==> src/rtl/s2_window_buffer_pkg.sv <==
// Shared CNN package: S2-stage geometry defaults and the feature pixel type.
package s2_window_buffer_pkg;

  localparam int S2_CH    = 6;
  localparam int S2_IMG_W = 14;
  localparam int S2_IMG_H = 14;
  localparam int S2_K     = 5;

  typedef logic signed [7:0] pix_t;

endpackage

==> src/rtl/s2_window_buffer_if.sv <==
// Pixel-in / window-out bundle for s2_window_buffer.
// Position outputs exist only when S2_WIN_POS_OUT_EN is defined.
interface s2_window_buffer_if
  import s2_window_buffer_pkg::*;
#(
  parameter int CH    = S2_CH,
  parameter int K     = S2_K,
  parameter int IMG_W = S2_IMG_W
);
  logic                        i_feature_valid;
  pix_t [CH-1:0]               i_features;
  logic                        o_window_valid;
  pix_t [CH-1:0][K-1:0][K-1:0] o_window;
  logic                        o_frame_done;
`ifdef S2_WIN_POS_OUT_EN
  logic [$clog2(IMG_W)-1:0]    o_win_row;
  logic [$clog2(IMG_W)-1:0]    o_win_col;

  modport master (output i_feature_valid, i_features,
                  input  o_window_valid, o_window, o_frame_done, o_win_row, o_win_col);
  modport slave  (input  i_feature_valid, i_features,
                  output o_window_valid, o_window, o_frame_done, o_win_row, o_win_col);
`else
  modport master (output i_feature_valid, i_features,
                  input  o_window_valid, o_window, o_frame_done);
  modport slave  (input  i_feature_valid, i_features,
                  output o_window_valid, o_window, o_frame_done);
`endif
endinterface

==> src/rtl/s2_line_buffer.sv <==
// One map's K-1 prior rows held as a single shift chain; tap j is the pixel
// from j+1 rows before the incoming one.
module s2_line_buffer
  import s2_window_buffer_pkg::*;
#(
  parameter int DEPTH = S2_IMG_W,
  parameter int ROWS  = S2_K - 1
) (
  input  logic            clk,
  input  logic            en,
  input  pix_t            din,
  output pix_t [ROWS-1:0] taps
);

  pix_t [ROWS*DEPTH-1:0] sr;

  // Storage is deliberately unreset; contents are refilled before any window uses them.
  always_ff @(posedge clk) begin
    if (en) sr <= {sr[ROWS*DEPTH-2:0], din};
  end

  for (genvar j = 0; j < ROWS; j++) begin : g_tap
    assign taps[j] = sr[(j+1)*DEPTH-1];
  end

endmodule

==> src/rtl/s2_window_buffer.sv <==
// KxK sliding-window generator over CH parallel raster-order pooled maps.
// Optional S2_WIN_POS_OUT_EN adds the window top-left coordinate outputs.
module s2_window_buffer
  import s2_window_buffer_pkg::*;
#(
  parameter int CH    = S2_CH,
  parameter int IMG_W = S2_IMG_W,
  parameter int IMG_H = S2_IMG_H,
  parameter int K     = S2_K
) (
  input logic                i_clk,
  input logic                i_rst,
  s2_window_buffer_if.slave  bus
);

  localparam int CW = $clog2(IMG_W);
  localparam int RW = $clog2(IMG_H);

  typedef logic [CW-1:0] col_t;
  typedef logic [RW-1:0] row_t;

  localparam col_t COL_LAST = col_t'(IMG_W - 1);
  localparam row_t ROW_LAST = row_t'(IMG_H - 1);
  localparam col_t COL_WIN  = col_t'(K - 1);
  localparam row_t ROW_WIN  = row_t'(K - 1);

  col_t col_q;
  row_t row_q;
  logic accept;
  logic win_hit;
  logic last_pix;
  logic valid_q;
  logic done_q;

  pix_t [CH-1:0][K-2:0]          taps;
  pix_t [CH-1:0][K-1:0]          column;
  pix_t [CH-1:0][K-1:0][K-1:0]   win_q;

  assign accept   = bus.i_feature_valid;
  assign win_hit  = (row_q >= ROW_WIN) && (col_q >= COL_WIN);
  assign last_pix = (row_q == ROW_LAST) && (col_q == COL_LAST);

  for (genvar m = 0; m < CH; m++) begin : g_map
    s2_line_buffer #(.DEPTH(IMG_W), .ROWS(K - 1)) u_line_buffer (
      .clk  (i_clk),
      .en   (accept),
      .din  (bus.i_features[m]),
      .taps (taps[m])
    );
  end

  // Row K-1 is the live pixel; higher rows come from progressively older taps.
  always_comb begin
    column = '0;
    for (int unsigned m = 0; m < CH; m++) begin
      for (int unsigned r = 0; r < K - 1; r++) begin
        column[m][r] = taps[m][K-2-r];
      end
      column[m][K-1] = bus.i_features[m];
    end
  end

  always_ff @(posedge i_clk or posedge i_rst) begin
    if (i_rst) begin
      col_q   <= '0;
      row_q   <= '0;
      valid_q <= 1'b0;
      done_q  <= 1'b0;
      win_q   <= '0;
    end else begin
      valid_q <= accept && win_hit;
      done_q  <= accept && last_pix;
      if (accept) begin
        if (col_q == COL_LAST) begin
          col_q <= '0;
          row_q <= (row_q == ROW_LAST) ? '0 : row_q + 1'b1;
        end else begin
          col_q <= col_q + 1'b1;
        end
        for (int unsigned m = 0; m < CH; m++) begin
          for (int unsigned r = 0; r < K; r++) begin
            for (int unsigned c = 0; c < K - 1; c++) begin
              win_q[m][r][c] <= win_q[m][r][c+1];
            end
            win_q[m][r][K-1] <= column[m][r];
          end
        end
      end
    end
  end

  assign bus.o_window_valid = valid_q;
  assign bus.o_frame_done   = done_q;
  assign bus.o_window       = win_q;

`ifdef S2_WIN_POS_OUT_EN
  col_t win_row_q;
  col_t win_col_q;

  always_ff @(posedge i_clk or posedge i_rst) begin
    if (i_rst) begin
      win_row_q <= '0;
      win_col_q <= '0;
    end else if (accept && win_hit) begin
      win_row_q <= col_t'(row_q - ROW_WIN);
      win_col_q <= col_q - COL_WIN;
    end
  end

  assign bus.o_win_row = win_row_q;
  assign bus.o_win_col = win_col_q;
`endif

endmodule

==> src/flat_wrapper.sv <==
// flat-port wrapper written by rule: the top's interface ports become plain ports
module s2_window_buffer_flat import s2_window_buffer_pkg::*;
#(
  parameter int CH    = S2_CH,
  parameter int IMG_W = S2_IMG_W,
  parameter int IMG_H = S2_IMG_H,
  parameter int K     = S2_K
)
  (i_clk, i_rst, bus_i_feature_valid, bus_i_features, bus_o_window_valid, bus_o_window, bus_o_frame_done);
  s2_window_buffer_if #(.CH(CH), .K(K), .IMG_W(IMG_W)) bus_i ();
  input logic i_clk;
  input logic i_rst;
  input wire logic [$bits(bus_i.i_feature_valid)-1:0] bus_i_feature_valid;
  input wire logic [$bits(bus_i.i_features)-1:0] bus_i_features;
  output wire logic [$bits(bus_i.o_window_valid)-1:0] bus_o_window_valid;
  output wire logic [$bits(bus_i.o_window)-1:0] bus_o_window;
  output wire logic [$bits(bus_i.o_frame_done)-1:0] bus_o_frame_done;
  assign bus_i.i_feature_valid = bus_i_feature_valid;
  assign bus_i.i_features = bus_i_features;
  assign bus_o_window_valid = bus_i.o_window_valid;
  assign bus_o_window = bus_i.o_window;
  assign bus_o_frame_done = bus_i.o_frame_done;
  s2_window_buffer #(.CH(CH), .IMG_W(IMG_W), .IMG_H(IMG_H), .K(K)) u_core (.i_clk(i_clk), .i_rst(i_rst), .bus(bus_i));
endmodule
==> config.mk <==
export PLATFORM = sky130hd
export DESIGN_NAME = s2_window_buffer_flat
export DESIGN_NICKNAME = d
export VERILOG_FILES = /design/src/rtl/s2_window_buffer_pkg.sv /design/src/rtl/s2_window_buffer_if.sv /design/src/rtl/s2_line_buffer.sv /design/src/rtl/s2_window_buffer.sv /design/src/flat_wrapper.sv
export SDC_FILE = /design/constraint.sdc
export NUM_CORES = 2
export LEC_CHECK = 0
export ABC_AREA = 1
export ABC_CLOCK_PERIOD_IN_PS = 116900
export CAP_MARGIN = 10
export CORE_MARGIN = 1.5
export CORE_UTILIZATION = 40
export DETAILED_ROUTE_END_ITERATION = 6
export PLACE_DENSITY = 0.63
export SYNTH_ARGS = -nofsm -noshare
export SYNTH_HDL_FRONTEND = slang
export SYNTH_SLANG_ARGS = --single-unit
==> constraint.sdc <==
create_clock -name i_clk -period 116.9 [get_ports i_clk]
set_input_delay 29.225 -clock i_clk [delete_from_list [all_inputs] [get_ports i_clk]]
set_output_delay 29.225 -clock i_clk [all_outputs]
set_load 0.01 [all_outputs]
### After elaboration in Yosys (flattened, before gate mapping)

Cells that the tools add are included.

| word-level totals | value |
|---|---|
| bits in read-only memories | 0 |
| register bits after elaboration | 3898 |
| latch bits | 0 |
| output and inout port bits | 1202 |
| memories | 0 |
| input bits | 51 |
| word-level logic and storage cells | 503 |
| RAM bits | 0 |

| cells by class | value |
|---|---|
| add/sub/neg operators | 2 |
| $mul | 0 |
| shift-type cells | 0 |
| divide/modulo/power cells | 0 |
| eq/ne operators | 2 |
| order comparisons | 2 |
| mux-type cells | 2 |
| reduce and logical (&&, ||, !) cells | 5 |
| bitwise logic cells | 0 |

Operator list:

| operator | number |
|---|---|
| $add A4 B1 Y4 const B | 2 |
| $eq A4 B4 Y1 const B | 2 |
| $ge A4 B3 Y1 const B | 2 |
| $mux W4 | 2 |
| $logic_and A1 B1 Y1 | 4 |
| $reduce_and A2 Y1 | 1 |

### Depth between registers and ports, before layout

| depth | value |
|---|---|
| depth in word-level cells | 3 |
| depth in mapped cells | 8 |
| gate-level depth less buffers | 6 |

### Hierarchy

From an unflattened synthesis, not the netlist that was laid out.

| unflattened totals | value |
|---|---|
| cell total of the unflattened synthesis | 8001 |
| area, all modules | 127669.9 sq um |

By module, submodules not included:

| module | times used | area each (sq um) | cells an instance | seq. area each (sq um) |
|---|---|---|---|---|
| s2_line_buffer | 6 | 13693.1 | 480 | 13452.9 |
| s2_window_buffer | 1 | 45511.1 | 5121 | 30279.0 |

### Least setup slack after synthesis

Ideal clock, no wire load.

| timing path | value |
|---|---|
| kind | input to register |
| start | in bus_i_feature_valid |
| end | reg u_core.win_q (netlist bit u_core.bus.o_window[1015]) |
| setup slack | 86733 ps |
| setup time | 133 ps |
| data required time | 116767 ps |
| buffers on the path | 5 |
| stages on the path | 7 |
| arrival | 30034 ps |
| path through | buf_4 > buf_6 > buf_6 > buf_4 > buf_2 > nand2_1 > o21ai_0 |

RTL lines:

| element | RTL line | RTL |
|---|---|---|
| from (decl) | flat_wrapper.sv:13 | `input wire logic [$bits(bus_i.i_feature_valid)-1:0] bus_i_feature_valid;` |
| to (signal, indexed assignment) | s2_window_buffer.sv:83 | `win_q[m][r][c] <= win_q[m][r][c+1];` |
| to (signal, indexed assignment) | s2_window_buffer.sv:85 | `win_q[m][r][K-1] <= column[m][r];` |
| to (decl) | s2_window_buffer.sv:37 | `pix_t [CH-1:0][K-1:0][K-1:0] win_q;` |

### Worst setup path in the final report

| timing path | value |
|---|---|
| start | in bus_i_feature_valid |
| end | reg u_core.win_q (netlist bit u_core.bus.o_window[224]) |

No word-level cell between the ends.

==> results.py <==
metrics = {
    "outcome": {
        "status": "complete, no violations",
    },
    "drt": {
        "drt_iter0_drc": 5908,
        "drc": 0,
        "via_per_inst": 4.67,
        "wl_mm": 268,
        "dr.pass1.iters": 6,
        "num_vias": 61900,
        "routedWlPerCell_um": 20.2,
        "ant_nets": 0,
    },
    "job": {
        "cap_violations": 0,
    },
    "hold_path": {
        "hold_path_depth": 0,
        "hold_path_class": "flop to flop",
        "hp-start": "u_core.g_map[3].u_line_buffer.sr[39]",
    },
    "pwr": {
        "peakVddDrop_mv": 0.0126,
        "p_leak_nw": 59.6,
        "fin_total_pwr_mw": 3.15,
        "power_density_mw_per_mm2": 20.3,
    },
    "clocking": {
        "ctsHoldBuffers": 0,
        "cts_setup_buffers": 0,
        "cts-root-buf": "clkbuf_16",
        "clk_pin_slew_ns": 0.06,
        "cts_tree": "built",
        "clock_latency_ns": 0.89,
        "clock-sinks": 3898,
        "cts_resized": 0,
        "cts_inserted_buffers": 388,
        "htree_levels": 5,
        "clock_path_buffers": 4,
    },
    "sta": {
        "fmax_mhz": 26.4,
        "relSlewSlack_pct": 25.4,
        "slew_violations": 0,
        "setup_tns_ns": 0,
        "hold_violations": 0,
        "period_minus_slack_ns": 37.90,
        "fin_worst_skew_ns": 0.0681,
        "hold-worst-slack_ns": 0.359,
        "rsz0062_at_grt": "no",
        "worstMarginPinSlew_ns": 1.12,
        "setup_viol": 0,
        "layout_setup_ws_ns": 79.00,
        "post-route-period-util_pct": 32.4,
    },
    "synthesis": {
        "avgSynthCellArea_sq_um": 17.2,
        "synthAdderAreaFrac_pct": 0,
        "synth_cell_types": 20,
        "synth-simple-area-share_pct": 5.11,
        "syn_area_sq_mm": 0.126,
        "synth_cells": 7336,
        "yosys-top-cells-area": "edfxtp_1, dfrtp_1, nand2_1",
        "synth_top_family_by_area": "simple AND/OR/NAND/NOR gates",
        "muxShareOfSynthArea_pct": 0,
        "synth.net_count": 7387,
        "yosys_warnings": 0,
        "synth-compound-area-share_pct": 3.83,
        "synth_xor_area_share_pct": 0.00695,
        "yosys.area.top_type": "edfxtp_1",
        "ys_ff_latch": 3898,
        "yosysSeqAreaShare_pct": 88.1,
        "synth.top_cell.area_share_pct": 64.1,
    },
    "layout": {
        "utilization_pct": 49.7,
        "stdcell_area_sq_mm": 0.155,
        "layout.cells.non_filler": 13300,
        "layout_commonest_cell": "edfxtp_1",
        "layout.nets": 8831,
        "drive_gt1_share_pct": 7.13,
        "layout_common_cells": "edfxtp_1, nand2_1, clkdlybuf4s50_1",
        "area_growth_pct": 23.4,
    },
    "global_routing": {
        "grt_max_degree": 232,
        "grt_pass1_wl_mm": 396,
        "top_usage_layer": "met2",
        "antenna_found_initial": 19,
        "grt_pass1_vias": 61000,
        "grt_use_met3_pct": 3.86,
        "grt_use_met2_pct": 25.1,
        "grt_usage_pct": 16.4,
        "gr-total-overflow": 0,
        "use_met1_pct": 22.8,
    },
    "placement": {
        "gp_routability_congestion": 0.879,
        "hpwl_mm": 171,
        "pre_cts_ws_ns": 77.90,
        "io_buffer_count": 1252,
        "place_area_sq_mm": 0.142,
        "place_inst": 12500,
    },
    "critical_path": {
        "critPathKind": "primary input to flop",
        "startpoint": "bus_i_feature_valid",
        "worst_setup_path_end_kind": "flop",
        "crit_family": "buffers and inverters",
        "worstPathRequired_ns": 117.63,
        "start_kind": "primary input",
        "cpMostUsedCell": "buf_4",
        "worstReg2RegStart": "u_core.col_q[3]",
        "reg2regPathDepth": 4,
        "critPathArrivalTime_ns": 38.63,
        "crit_end": "u_core.bus.o_window[224]",
        "critPathMaxFanout": 209,
        "reg2reg_to": "u_core.bus.o_frame_done",
        "cp_num_cells": 13,
        "crit_path_max_incr_delay_ns": 0.90,
        "rrSetupSlack_ns": 115.64,
        "worst-path-buf-inv": 12,
        "cp_cell_sequence": "buf_16 > buf_12 > buf_4 > buf_4 > buf_4 > buf_4 > buf_4 > buf_4 > buf_4 > buf_4 > buf_4 > buf_4 > o21ai_0",
        "slowest_stage": "buf_4",
    },
    "die": {
        "die_area_sq_mm": 0.318,
        "floorplan.rows": 205,
        "die-width_um": 564,
        "initial_utilization_pct": 40.3,
        "ios": 1253,
        "core-area_sq_mm": 0.313,
        "die_h_um": 564,
    },
}
==> synthesized netlist by cell type (all sizes together) <==
cell	count
edfxtp	2688
nand2	1697
xnor2	1
clkbuf	98
a21oi	3
nor3	1
o21ai	962
nand4	1
dfrtp	1210
buf	169
inv	491
nand3	2
nor2	13
==> state kept, by name, indices dropped and copies added (netlist names) <==
register	count
u_core.bus.o_frame_done	1
u_core.bus.o_window_valid	1
u_core.col_q	4
u_core.g_map.u_line_buffer.sr	2496
u_core.bus.o_window	1200
u_core.row_q	4
u_core.g_map.u_line_buffer.taps	192
==> worst reg2reg max path: stages, from the launching register on <==
cell     delay, ns
dfrtp_1       0.38
nand2_1       0.10
nor2_2        0.19
nand2_1       0.20
nor3_1        0.28
==> kinds of logic (layout without fill, tap and decap cells) <==
kind of cell / after synthesis / after routing
flip-flops: 3898 / 3898
AND/OR/NAND/NOR: 1714 / 1714
AO/OA/AOI/OAI: 965 / 965
buffers and inverters: 758 / 2536
XOR/XNOR: 1 / 1
other: 0 / 6
==> routing by layer <==
layer | vias up | wire length [um]
met5 | - | 13
met4 | 2 | 10200
met3 | 482 | 17800
met2 | 1830 | 123000
met1 | 31200 | 117000
li1 | 28400 | -
==> report_power, final <==
group	internal, mW	leakage [nW]	total, mW	switching (mW)
sequential	1.59	41.6	1.66	0.0642
clock	0.726	6.32	1.25	0.521
combinational	0.109	11.6	0.246	0.137
==> worst min-delay path by stage <==
stage / to / slack [ns]
after floorplan: u_core.g_map[0].u_line_buffer.sr[100] / 0.40
after global placement: u_core.g_map[2].u_line_buffer.sr[428] / 0.40
after detailed placement: u_core.g_map[0].u_line_buffer.sr[212] / 0.40
after CTS: u_core.g_map[3].u_line_buffer.sr[317] / 0.36
after global routing: u_core.g_map[3].u_line_buffer.sr[47] / 0.38
final: u_core.g_map[3].u_line_buffer.sr[47] / 0.36
==> area by class of cell <==
class	instances	area, sq um
repair buffers	1321	13200
flip-flops and latches	3898	111000
multi-input cells	2680	11300
inverters	491	1860
fillers	25700	157000
clock inverters	186	2180
well taps	4140	5180
diodes	6	15.0
clock buffers	538	10800
Power figures use the tool's default switching activity.
